## config.mk

```make
export PLATFORM = sky130hd
export DESIGN_NAME = fread_responder
export DESIGN_NICKNAME = d
export VERILOG_FILES = /design/src/rtl/fread_pkg.sv /design/src/rtl/fread_byte_fifo.sv /design/src/rtl/fread_responder.sv
export SDC_FILE = /design/constraint.sdc
export NUM_CORES = 1
export LEC_CHECK = 0
export ABC_CLOCK_PERIOD_IN_PS = 6600
export CORE_MARGIN = 4
export CORE_UTILIZATION = 45
export CTS_BUF_LIST = sky130_fd_sc_hd__clkbuf_4
export DETAILED_ROUTE_END_ITERATION = 7
export PLACE_DENSITY = 0.67
export SYNTH_ARGS = -nofsm -noshare
export SYNTH_HDL_FRONTEND = slang
export SYNTH_SLANG_ARGS = --single-unit
```

## constraint.sdc

```tcl
create_clock -name clk -period 6.6 [get_ports clk]
set_input_delay 1.32 -clock clk [delete_from_list [all_inputs] [get_ports clk]]
set_output_delay 1.32 -clock clk [all_outputs]
set_load 0.02 [all_outputs]
```

## src/rtl/fread_pkg.sv

```systemverilog
`default_nettype none
// ============================================================================
// Module   : fread_pkg
// Purpose  : Shared constants and state encoding for the fread responder.
// Revision : 1.0 - initial release
// ============================================================================
package fread_pkg;

    localparam int c_CNT_W = 16;

    localparam logic [1:0] c_ST_IDLE   = 2'd0;
    localparam logic [1:0] c_ST_ACK    = 2'd1;
    localparam logic [1:0] c_ST_STREAM = 2'd2;
    localparam logic [1:0] c_ST_DONE   = 2'd3;

    typedef enum logic [1:0] {
        ST_IDLE   = c_ST_IDLE,
        ST_ACK    = c_ST_ACK,
        ST_STREAM = c_ST_STREAM,
        ST_DONE   = c_ST_DONE
    } fread_state_t;

endpackage
`default_nettype wire

```

## src/rtl/fread_byte_fifo.sv

```systemverilog
`default_nettype none
// ============================================================================
// Module   : fread_byte_fifo
// Purpose  : Synchronous byte FIFO, 2**DEPTH_LOG2 deep, registered read data.
// Revision : 1.0 - initial release
// ============================================================================
module fread_byte_fifo #(
    parameter int DEPTH_LOG2 = 4
) (
    input  logic       clk,
    input  logic       resetq,
    input  logic       wr_en,
    input  logic [7:0] wr_data,
    input  logic       rd_en,
    output logic [7:0] rd_data,
    output logic       full,
    output logic       empty
);

    localparam int c_DEPTH = 2 ** DEPTH_LOG2;

    logic [7:0]          r_mem [c_DEPTH];
    logic [DEPTH_LOG2:0] r_wr_ptr;
    logic [DEPTH_LOG2:0] r_rd_ptr;
    logic [7:0]          r_rd_data;
    logic                w_do_wr;
    logic                w_do_rd;

    // Extra pointer MSB distinguishes full from empty when the indices match.
    assign empty   = (r_wr_ptr == r_rd_ptr);
    assign full    = (r_wr_ptr[DEPTH_LOG2] != r_rd_ptr[DEPTH_LOG2]) &&
                     (r_wr_ptr[DEPTH_LOG2-1:0] == r_rd_ptr[DEPTH_LOG2-1:0]);
    assign w_do_wr = wr_en & ~full;
    assign w_do_rd = rd_en & ~empty;
    assign rd_data = r_rd_data;

    always_ff @(posedge clk) begin
        if (w_do_wr) begin
            r_mem[r_wr_ptr[DEPTH_LOG2-1:0]] <= wr_data;
        end
    end

    always_ff @(posedge clk or negedge resetq) begin
        if (!resetq) begin
            r_wr_ptr  <= '0;
            r_rd_ptr  <= '0;
            r_rd_data <= 8'h00;
        end else begin
            if (w_do_wr) begin
                r_wr_ptr <= r_wr_ptr + (DEPTH_LOG2 + 1)'(1);
            end
            if (w_do_rd) begin
                r_rd_data <= r_mem[r_rd_ptr[DEPTH_LOG2-1:0]];
                r_rd_ptr  <= r_rd_ptr + (DEPTH_LOG2 + 1)'(1);
            end
        end
    end

endmodule
`default_nettype wire

```

## src/rtl/fread_responder.sv

```systemverilog
`default_nettype none
// ============================================================================
// Module   : fread_responder
// Purpose  : Answers a loader request with LEN buffered bytes from the ESP link.
//            Define FREAD_CHECKSUM_EN to build the 16-bit transfer checksum.
// Revision : 1.0 - initial release
// ============================================================================
module fread_responder
    import fread_pkg::*;
#(
    parameter int LEN        = 2048,
    parameter int DEPTH_LOG2 = 4,
    parameter int GAP        = 0
) (
    input  logic        clk,
    input  logic        resetq,
    input  logic        req_valid,
    output logic        req_ready,
    output logic [7:0]  resp_data,
    output logic        resp_valid,
    input  logic [7:0]  src_data,
    input  logic        src_valid,
    output logic        src_ready,
    output logic        busy,
    output logic        done,
    output logic [15:0] checksum
);

    localparam int                 c_GAP_W = (GAP > 0) ? $clog2(GAP + 1) : 1;
    localparam logic [c_CNT_W-1:0] c_LEN   = LEN[c_CNT_W-1:0];
    localparam logic [c_GAP_W-1:0] c_GAP   = GAP[c_GAP_W-1:0];

    if (LEN < 1 || LEN > 65535) begin : g_len_check
        $error("fread_responder: LEN must be within 1..65535");
    end

    if (DEPTH_LOG2 < 1) begin : g_depth_check
        $error("fread_responder: DEPTH_LOG2 must be at least 1");
    end

    fread_state_t       r_state;
    fread_state_t       w_state_next;
    logic [c_CNT_W-1:0] r_count;
    logic [c_GAP_W-1:0] r_gap;
    logic               r_resp_valid;
    logic               r_busy;
    logic               r_done;
    logic               w_pop;
    logic               w_full;
    logic               w_empty;
    logic [7:0]         w_rd_data;

    fread_byte_fifo #(
        .DEPTH_LOG2 (DEPTH_LOG2)
    ) u_fifo (
        .clk     (clk),
        .resetq  (resetq),
        .wr_en   (src_valid),
        .wr_data (src_data),
        .rd_en   (w_pop),
        .rd_data (w_rd_data),
        .full    (w_full),
        .empty   (w_empty)
    );

    assign src_ready  = ~w_full;
    assign req_ready  = (r_state == ST_ACK);
    assign resp_data  = w_rd_data;
    assign resp_valid = r_resp_valid;
    assign busy       = r_busy;
    assign done       = r_done;

    always_ff @(posedge clk or negedge resetq) begin
        if (!resetq) begin
            r_state <= ST_IDLE;
        end else begin
            r_state <= w_state_next;
        end
    end

    always_comb begin
        w_state_next = r_state;
        w_pop        = 1'b0;
        case (r_state)
            ST_IDLE: begin
                if (req_valid) begin
                    w_state_next = ST_ACK;
                end
            end
            ST_ACK: begin
                w_state_next = ST_STREAM;
            end
            ST_STREAM: begin
                if (!w_empty && r_gap == '0) begin
                    w_pop = 1'b1;
                    if (r_count == c_CNT_W'(1)) begin
                        w_state_next = ST_DONE;
                    end
                end
            end
            ST_DONE: begin
                w_state_next = ST_IDLE;
            end
            default: begin
                w_state_next = ST_IDLE;
            end
        endcase
    end

    // The gap counter is cleared in ACK so a new transfer never inherits the
    // spacing left over from the previous one's final byte.
    always_ff @(posedge clk or negedge resetq) begin
        if (!resetq) begin
            r_count      <= '0;
            r_gap        <= '0;
            r_resp_valid <= 1'b0;
            r_busy       <= 1'b0;
            r_done       <= 1'b0;
        end else begin
            r_resp_valid <= w_pop;
            r_done       <= (r_state == ST_DONE);
            case (r_state)
                ST_ACK: begin
                    r_count <= c_LEN;
                    r_gap   <= '0;
                    r_busy  <= 1'b1;
                end
                ST_STREAM: begin
                    if (w_pop) begin
                        r_count <= r_count - c_CNT_W'(1);
                        r_gap   <= c_GAP;
                    end else if (r_gap != '0) begin
                        r_gap <= r_gap - c_GAP_W'(1);
                    end
                end
                ST_DONE: begin
                    r_busy <= 1'b0;
                end
                default: begin
                end
            endcase
        end
    end

`ifdef FREAD_CHECKSUM_EN
    logic [15:0] r_checksum;

    always_ff @(posedge clk or negedge resetq) begin
        if (!resetq) begin
            r_checksum <= 16'h0000;
        end else if (r_state == ST_ACK) begin
            r_checksum <= 16'h0000;
        end else if (r_resp_valid) begin
            r_checksum <= r_checksum + {8'h00, w_rd_data};
        end
    end

    assign checksum = r_checksum;
`else
    assign checksum = 16'h0000;
`endif

endmodule
`default_nettype wire
```

==> results of run 1 <==
## per-stage QoR
step / std cells / hold WS, ps / cell area, µm² / worst slack (ps)
3_3_place_gp: 606 / 465 / 7340 / 3060
6_report: 638 / 494 / 7670 / 2420
2_1_floorplan: 425 / 449 / 7020 / 3740
5_1_grt: 638 / 526 / 7670 / 2220
3_5_place_dp: 606 / 466 / 7340 / 3040
4_1_cts: 638 / 495 / 7670 / 2390
## worst register-to-register path, cell delays in order, from the launching register on
cell and delay (ps):
dfrtp_1 350, buf_4 440, xnor2_1 180, nand4_1 470, o21ai_1 750, nor2_1 180
and3_1 370
## routing by layer
metal | vias up | global-route usage (%)
li1 | 1639 | -
met1 | 1851 | 21.7
met2 | 132 | 24.9
met3 | 9 | 4.68
met4 | 0 | 3.93
met5 | - | 0
## power by group through the flow
| stage | registers, mW | clock network (mW) | logic, mW |
|---|---|---|---|
| floorplan | 1.46 | 0 | 0.822 |
| global placement | 1.47 | 0 | 1.12 |
| detailed placement | 1.48 | 0 | 1.14 |
| CTS | 1.45 | 0.657 | 1.15 |
| global route | 1.48 | 0.714 | 1.24 |
| finish | 1.45 | 0.640 | 1.13 |
## cells in the final DEF, fill, tap and decap left out, types with 4 or more instances in the layout
master,netlist,final
mux2i_1,4,4
buf_4,16,4
conb_1,1,16
a21o_1,8,8
o31ai_1,4,4
o211ai_1,4,4
clkbuf_4,0,18
o21ai_0,5,5
clkdlybuf4s50_1,0,23
or4_1,4,4
inv_1,10,10
nor3_1,4,4
edfxtp_1,128,128
dfrtp_1,39,38
a22oi_1,16,16
a21oi_1,12,12
xnor2_1,9,9
ha_1,11,11
mux4_2,32,32
nor2_1,15,15
xor2_1,8,8
nor2b_1,5,5
nand3_1,5,5
nand2_1,11,11
and3_1,9,9
## kinds of logic after synthesis
| group | share of synthesized area [%] |
|---|---|
| other cells | 0.0538 |
| buf+inv | 3.43 |
| xor+xnor | 2.37 |
| mux | 11.2 |
| simple gates | 5.96 |
| fa+ha+maj | 1.98 |
| flops | 69.2 |
| compound gates | 5.78 |
## worst max path at each step
stage                                    to  cells past startpoint                           start
2_1_floorplan  u_fifo.r_mem[2][0]$_DFFE_PP_                      2                       src_valid
3_3_place_gp                      src_ready                      5  u_fifo.r_rd_ptr[2]$_DFFE_PN0P_
3_5_place_dp                      src_ready                      5  u_fifo.r_rd_ptr[2]$_DFFE_PN0P_
4_1_cts                           src_ready                      5  u_fifo.r_rd_ptr[2]$_DFFE_PN0P_
5_1_grt                           src_ready                      5  u_fifo.r_rd_ptr[2]$_DFFE_PN0P_
6_report                          src_ready                      5  u_fifo.r_rd_ptr[2]$_DFFE_PN0P_
## registers in the layout (all words and copies together), names as in the netlist
register and count:
busy 1, r_state 2, u_fifo.rd_data 8, resp_valid 1, done 1, r_count 16
u_fifo.r_rd_ptr 5, u_fifo.r_mem 128, u_fifo.r_wr_ptr 5
## area by class of cell
type,count,area (µm²)
Timing Repair Buffer,28,265
Sequential cell,167,4820
Tap cell,188,235
Multi-Input combinational cell,213,1980
Fill cell,1256,7530
Inverter,10,37.5
Clock inverter,14,191
Clock buffer,18,135
==> metrics.txt, run 1 <==
DRT Pass-1 Iters=4; yosys warns=0; Post-Synthesis Cell Area=about 7000 µm²; Crit-path slowest cell=clkdlybuf4s50_1; TNS Setup=0 ps; Hold Path End=r_count[15]$_DFFE_PN0P_; switching share of power=between 30% and 40%; R2R setup slack=3570 ps; fin. max-slew vios=0; # IOs=41; Hold Path Class=flop to flop; Clk pwr share=19.8%; Pwr Density=421 nW/µm²; RR Startpoint=u_fifo.r_rd_ptr[2]$_DFFE_PN0P_; largest net degree at the start of global routing=40; NetSw=1.14 mW; n_diodes=0; Synth-to-Final Area Change=10.1%; Final Setup Violations=0; die area=roughly 18000 µm²; clock skew=18.8 ps; post-layout util=50.4%; hold path start=r_count[15]$_DFFE_PN0P_; met3 wire len=1120 µm; Critical R2R Capture=u_fifo.r_mem[4][5]$_DFFE_PP_; top_reg_cell synth=edfxtp_1; Worst Setup End Kind=output port; initial DRC count=280; first-pass GRT wire length=20500 µm; EDFF count, synth=128; CTS clk-pin slew, worst paths=140 ps; met1 WL=5500 µm; deepest clock path buffer count=2; Max-Cap Viols=0; P_leak=~2.7 nW; antenna violations before repair=0; CTS resizes=0; asr flop ratio synth=between 20% and 30%; family with the most delay on the worst path=buffers and inverters; final net count=460; worst hold path cell count=1; cell-internal power=2.09 mW; CP Launch Type=flop; Highest Signal Layer=met4; most frequent cell after synthesis=edfxtp_1; vias in the first global route=3648; total track usage=15.7%; vias=between 3k and 4k; DRC viols=0; Chip Width=between 100 and 150 µm; Core Region=15200 µm²; Data arrival, critical path=2860 ps; PortBufs=24; CTS sink count=167; total number of H-tree levels=4; gpl congestion=0.832; relative slew slack=38.2%; wire length per cell=20.7 µm; CTS tree=done; Initial Utilization=45.8%; Tcrit/Tclk final=63.4%; crit path time final=4180 ps; root cell of the clock tree=clkbuf_4; setup repair bufs after CTS=0; Commonest cells post-synth=edfxtp_1, dfrtp_1, mux4_2; antenna viol nets, final=0; Least-Margin Pin Slew=a little over 900 ps; #FFs+latches synth=167; DP Wirelength=between 8000 and 9000 µm; met2 WL=6450 µm; Chip Height=132 µm; Max Fclk=0.239 GHz; outcome=complete, no violations; top area cells in the synthesized netlist=edfxtp_1, dfrtp_1, mux4_2; Critical Path, Cell by Cell=buf_4 -> xnor2_1 -> nand4_1 -> nand2b_1 -> clkdlybuf4s50_1; combinational share of power=35.1%; Synth Instances=410; Num CTS Buffers=17; Vias/cell=5.69; Hold Vio Cnt, Final=0; Worst Path Buf+Inv=2; FF-to-FF path depth=6; Total Wirelength=13200 µm; synthesized area per cell=17.0 µm²; FP Rows=45; post-synth top area share=55.2%; Largest stage delay, worst path=550 ps; Synth area leader=edfxtp_1; Max VDD drop=317 µV; global route total overflow=0; layout cell share with drive strength beyond 1=between 15 and 20%; WS Path Type=flop to output port; Required @ worst endpoint=between 5000 and 6000 ps; Hold Buf Count CTS=0; sequential-to-total area share from yosys stat=69.2%; Synth cell types=between 40 and 50; total design power=3.23 mW; Reg power frac=45.1%; Critical Path Fanout Max=36; unrepaired setup endpoints after global routing=no; Clk Latency, worst-skew pair=530 ps
Note: power is estimated with default switching activity, not from simulation.
==> inputs of run 2 (changes only) <==
--- a/config.mk
+++ b/config.mk
@@ -5,12 +5,12 @@
 export SDC_FILE = /design/constraint.sdc
 export NUM_CORES = 1
 export LEC_CHECK = 0
-export ABC_CLOCK_PERIOD_IN_PS = 6600
+export ABC_CLOCK_PERIOD_IN_PS = 3430
 export CORE_MARGIN = 4
 export CORE_UTILIZATION = 45
 export CTS_BUF_LIST = sky130_fd_sc_hd__clkbuf_4
 export DETAILED_ROUTE_END_ITERATION = 7
-export PLACE_DENSITY = 0.67
+export PLACE_DENSITY = 0.69
 export SYNTH_ARGS = -nofsm -noshare
 export SYNTH_HDL_FRONTEND = slang
 export SYNTH_SLANG_ARGS = --single-unit
==> constraint.sdc (replaced) <==
create_clock -name clk -period 3.43 [get_ports clk]
set_input_delay 0.686 -clock clk [delete_from_list [all_inputs] [get_ports clk]]
set_output_delay 0.686 -clock clk [all_outputs]
set_load 0.02 [all_outputs]
==> metrics.txt, run 2 (synthesis results as in run 1) <==
outcome=complete, no violations (unchanged); DP Wirelength=8920 µm (was 8490 µm); Least-Margin Pin Slew=927 ps (was 925 ps); commonest non-fill, non-tap cell in the layout=edfxtp_1 (unchanged); total track usage=16.5% (was 15.7%); max reg flops=128 (unchanged); root cell of the clock tree=clkbuf_4 (unchanged); CTS resizes=0 (unchanged); die area=17500 µm² (unchanged); global route total overflow=0 (unchanged); antenna viol nets, final=0 (unchanged); Worst Setup End Kind=output port (unchanged); gpl congestion=0.781 (was 0.832); Final Setup Violations=0 (unchanged); Vias/cell=5.73 (was 5.69); wire length per cell=21.3 µm (was 20.7 µm); DRT Pass-1 Iters=5 (was 4); Hold Buf Count CTS=0 (unchanged); Max VDD drop=366 µV (was 317 µV); combinational share of power=36.6% (was 35.1%); PortBufs=24 (unchanged); # IOs=41 (unchanged); Critical Path Fanout Max=16 (was 36); WS Path Type=flop to output port (unchanged); Synth-to-Final Area Change=9.32% (was 10.1%); R2R setup slack=810 ps (was 3570 ps); switching share of power=37.0% (was 35.2%); unrepaired setup endpoints after global routing=no (unchanged); Clk pwr share=17.0% (was 19.8%); CTS clk-pin slew, worst paths=140 ps (about the same); RR Startpoint=u_fifo.r_wr_ptr[2]$_DFFE_PN0P_ (was u_fifo.r_rd_ptr[2]$_DFFE_PN0P_); antenna violations before repair=0 (unchanged); Required @ worst endpoint=2740 ps (was 5280 ps); CTS sink count=167 (unchanged); cell-internal power=3.80 mW (was 2.09 mW); crit path time final=between 3000 and 4000 ps; Num CTS Buffers=17 (unchanged); Chip Width=132 µm (unchanged); Data arrival, critical path=2440 ps (was 2860 ps); Core Region=15200 µm² (unchanged); Tcrit/Tclk final=around nine tenths; deepest clock path buffer count=2 (unchanged); Hold WS=229 ps (was 494 ps); CTS tree=done (unchanged); DRC viols=0 (unchanged); vias in the first global route=3754 (was 3648); first-pass GRT wire length=21600 µm (was 20500 µm); Chip Height=132 µm (unchanged); Hold Vio Cnt, Final=0 (unchanged); n_diodes=0 (unchanged); Hold Path Class=input port to asynchronous set/reset pin (was flop to flop); layout cell share with drive strength beyond 1=18.1% (was 17.6%); Max-Cap Viols=0 (unchanged); TNS Setup=0 ps (unchanged); total number of H-tree levels=4 (unchanged); P_leak=2.70 nW (was 2.72 nW); Total Wirelength=13700 µm (was 13200 µm); Worst Setup SP=u_fifo.r_wr_ptr[2]$_DFFE_PN0P_ (was u_fifo.r_rd_ptr[2]$_DFFE_PN0P_); Clk Latency, worst-skew pair=570 ps (was 530 ps); setup repair bufs after CTS=0 (unchanged); relative slew slack=38.0% (was 38.2%); clock skew=14.8 ps (was 18.8 ps); Initial Utilization=45.8% (unchanged); Pwr Density=793 nW/µm² (was 421 nW/µm²); Critical R2R Capture=u_fifo.r_mem[4][6]$_DFFE_PP_ (was u_fifo.r_mem[4][5]$_DFFE_PP_); NetSw=2.24 mW (was 1.14 mW); Reg power frac=46.5% (was 45.1%); FF-to-FF path depth=6 (unchanged); final net count=464 (was 460); largest net degree at the start of global routing=40 (unchanged); fin. max-slew vios=0 (unchanged); Max Fclk=between 0.3 and 0.4 GHz; CP Launch Type=flop (unchanged); FP Rows=45 (unchanged); CP endpoint=src_ready (unchanged); vias=3677 (was 3631); initial DRC count=316 (was 280); commonest cells after routing, fill and taps aside=edfxtp_1, dfrtp_1, mux4_2 (unchanged)
-- run 2: cell count changes in the layout (fill, tap and decap cells not counted), sizes merged --
cell	delta
buf	+4
clkinv	+4
bufinv	-3
clkbuf	-1
-- run 2: power by group through the flow --
stage / logic, mW / registers, mW / clock network, mW
final: 2.21 / 2.81 / 1.02
after global routing: 2.41 / 2.86 / 1.14
after CTS: 2.24 / 2.81 / 1.05
after detailed placement: 2.23 / 2.85 / 0
after global placement: 2.17 / 2.83 / 0
after floorplan: 1.58 / 2.81 / 0
-- run 2: layout make-up --
cell class	instances	area, µm²
clock buffers	17	128
clock inverters	15	123
fillers	1284	7590
inverters	10	37.5
multi-input cells	213	1980
flip-flops and latches	167	4820
well taps	188	235
repair buffers	32	295
-- run 2: per-stage QoR --
stage	setup slack (ps)	instance area [µm²]	util (%)	std cells	power, mW
after floorplan	896	7020	-	425	4.39
after global placement	904	7370	48.5	610	5.00
after detailed placement	822	7370	48.5	610	5.08
after CTS	272	7620	50.1	642	6.10
after global routing	179	7620	50.1	642	6.41
final	306	7620	50.1	642	6.04
-- run 2: worst max-delay path, stage by stage (launching register included) --
cell and delay, ps:
dfrtp_1 680, xnor2_1 190, nand4_1 110, buf_4 190, nand2b_1 140, clkdlybuf4s50_1 550
-- run 2: how the worst min path moves through the flow --
stage | startpoint | end | slack (ps) | cells after the start
final | resetq | u_fifo.rd_data[1]$_DFFE_PN0P_ | 230 | 1
after detailed placement | u_fifo.rd_data[2]$_DFFE_PN0P_ | u_fifo.rd_data[2]$_DFFE_PN0P_ | 470 | 1
after CTS | resetq | r_count[12]$_DFFE_PN0P_ | 220 | 1
after floorplan | resetq | busy$_DFFE_PN0P_ | 390 | 0
after global routing | resetq | u_fifo.r_wr_ptr[4]$_DFFE_PN0P_ | 260 | 1
after global placement | u_fifo.rd_data[4]$_DFFE_PN0P_ | u_fifo.rd_data[4]$_DFFE_PN0P_ | 460 | 1
-- run 2: layer usage --
metal	GRT usage [%]	routed length, µm
met1	22.6	5900
met5	0	0
met4	4.73	176
met3	5.29	1100
met2	25.7	6520
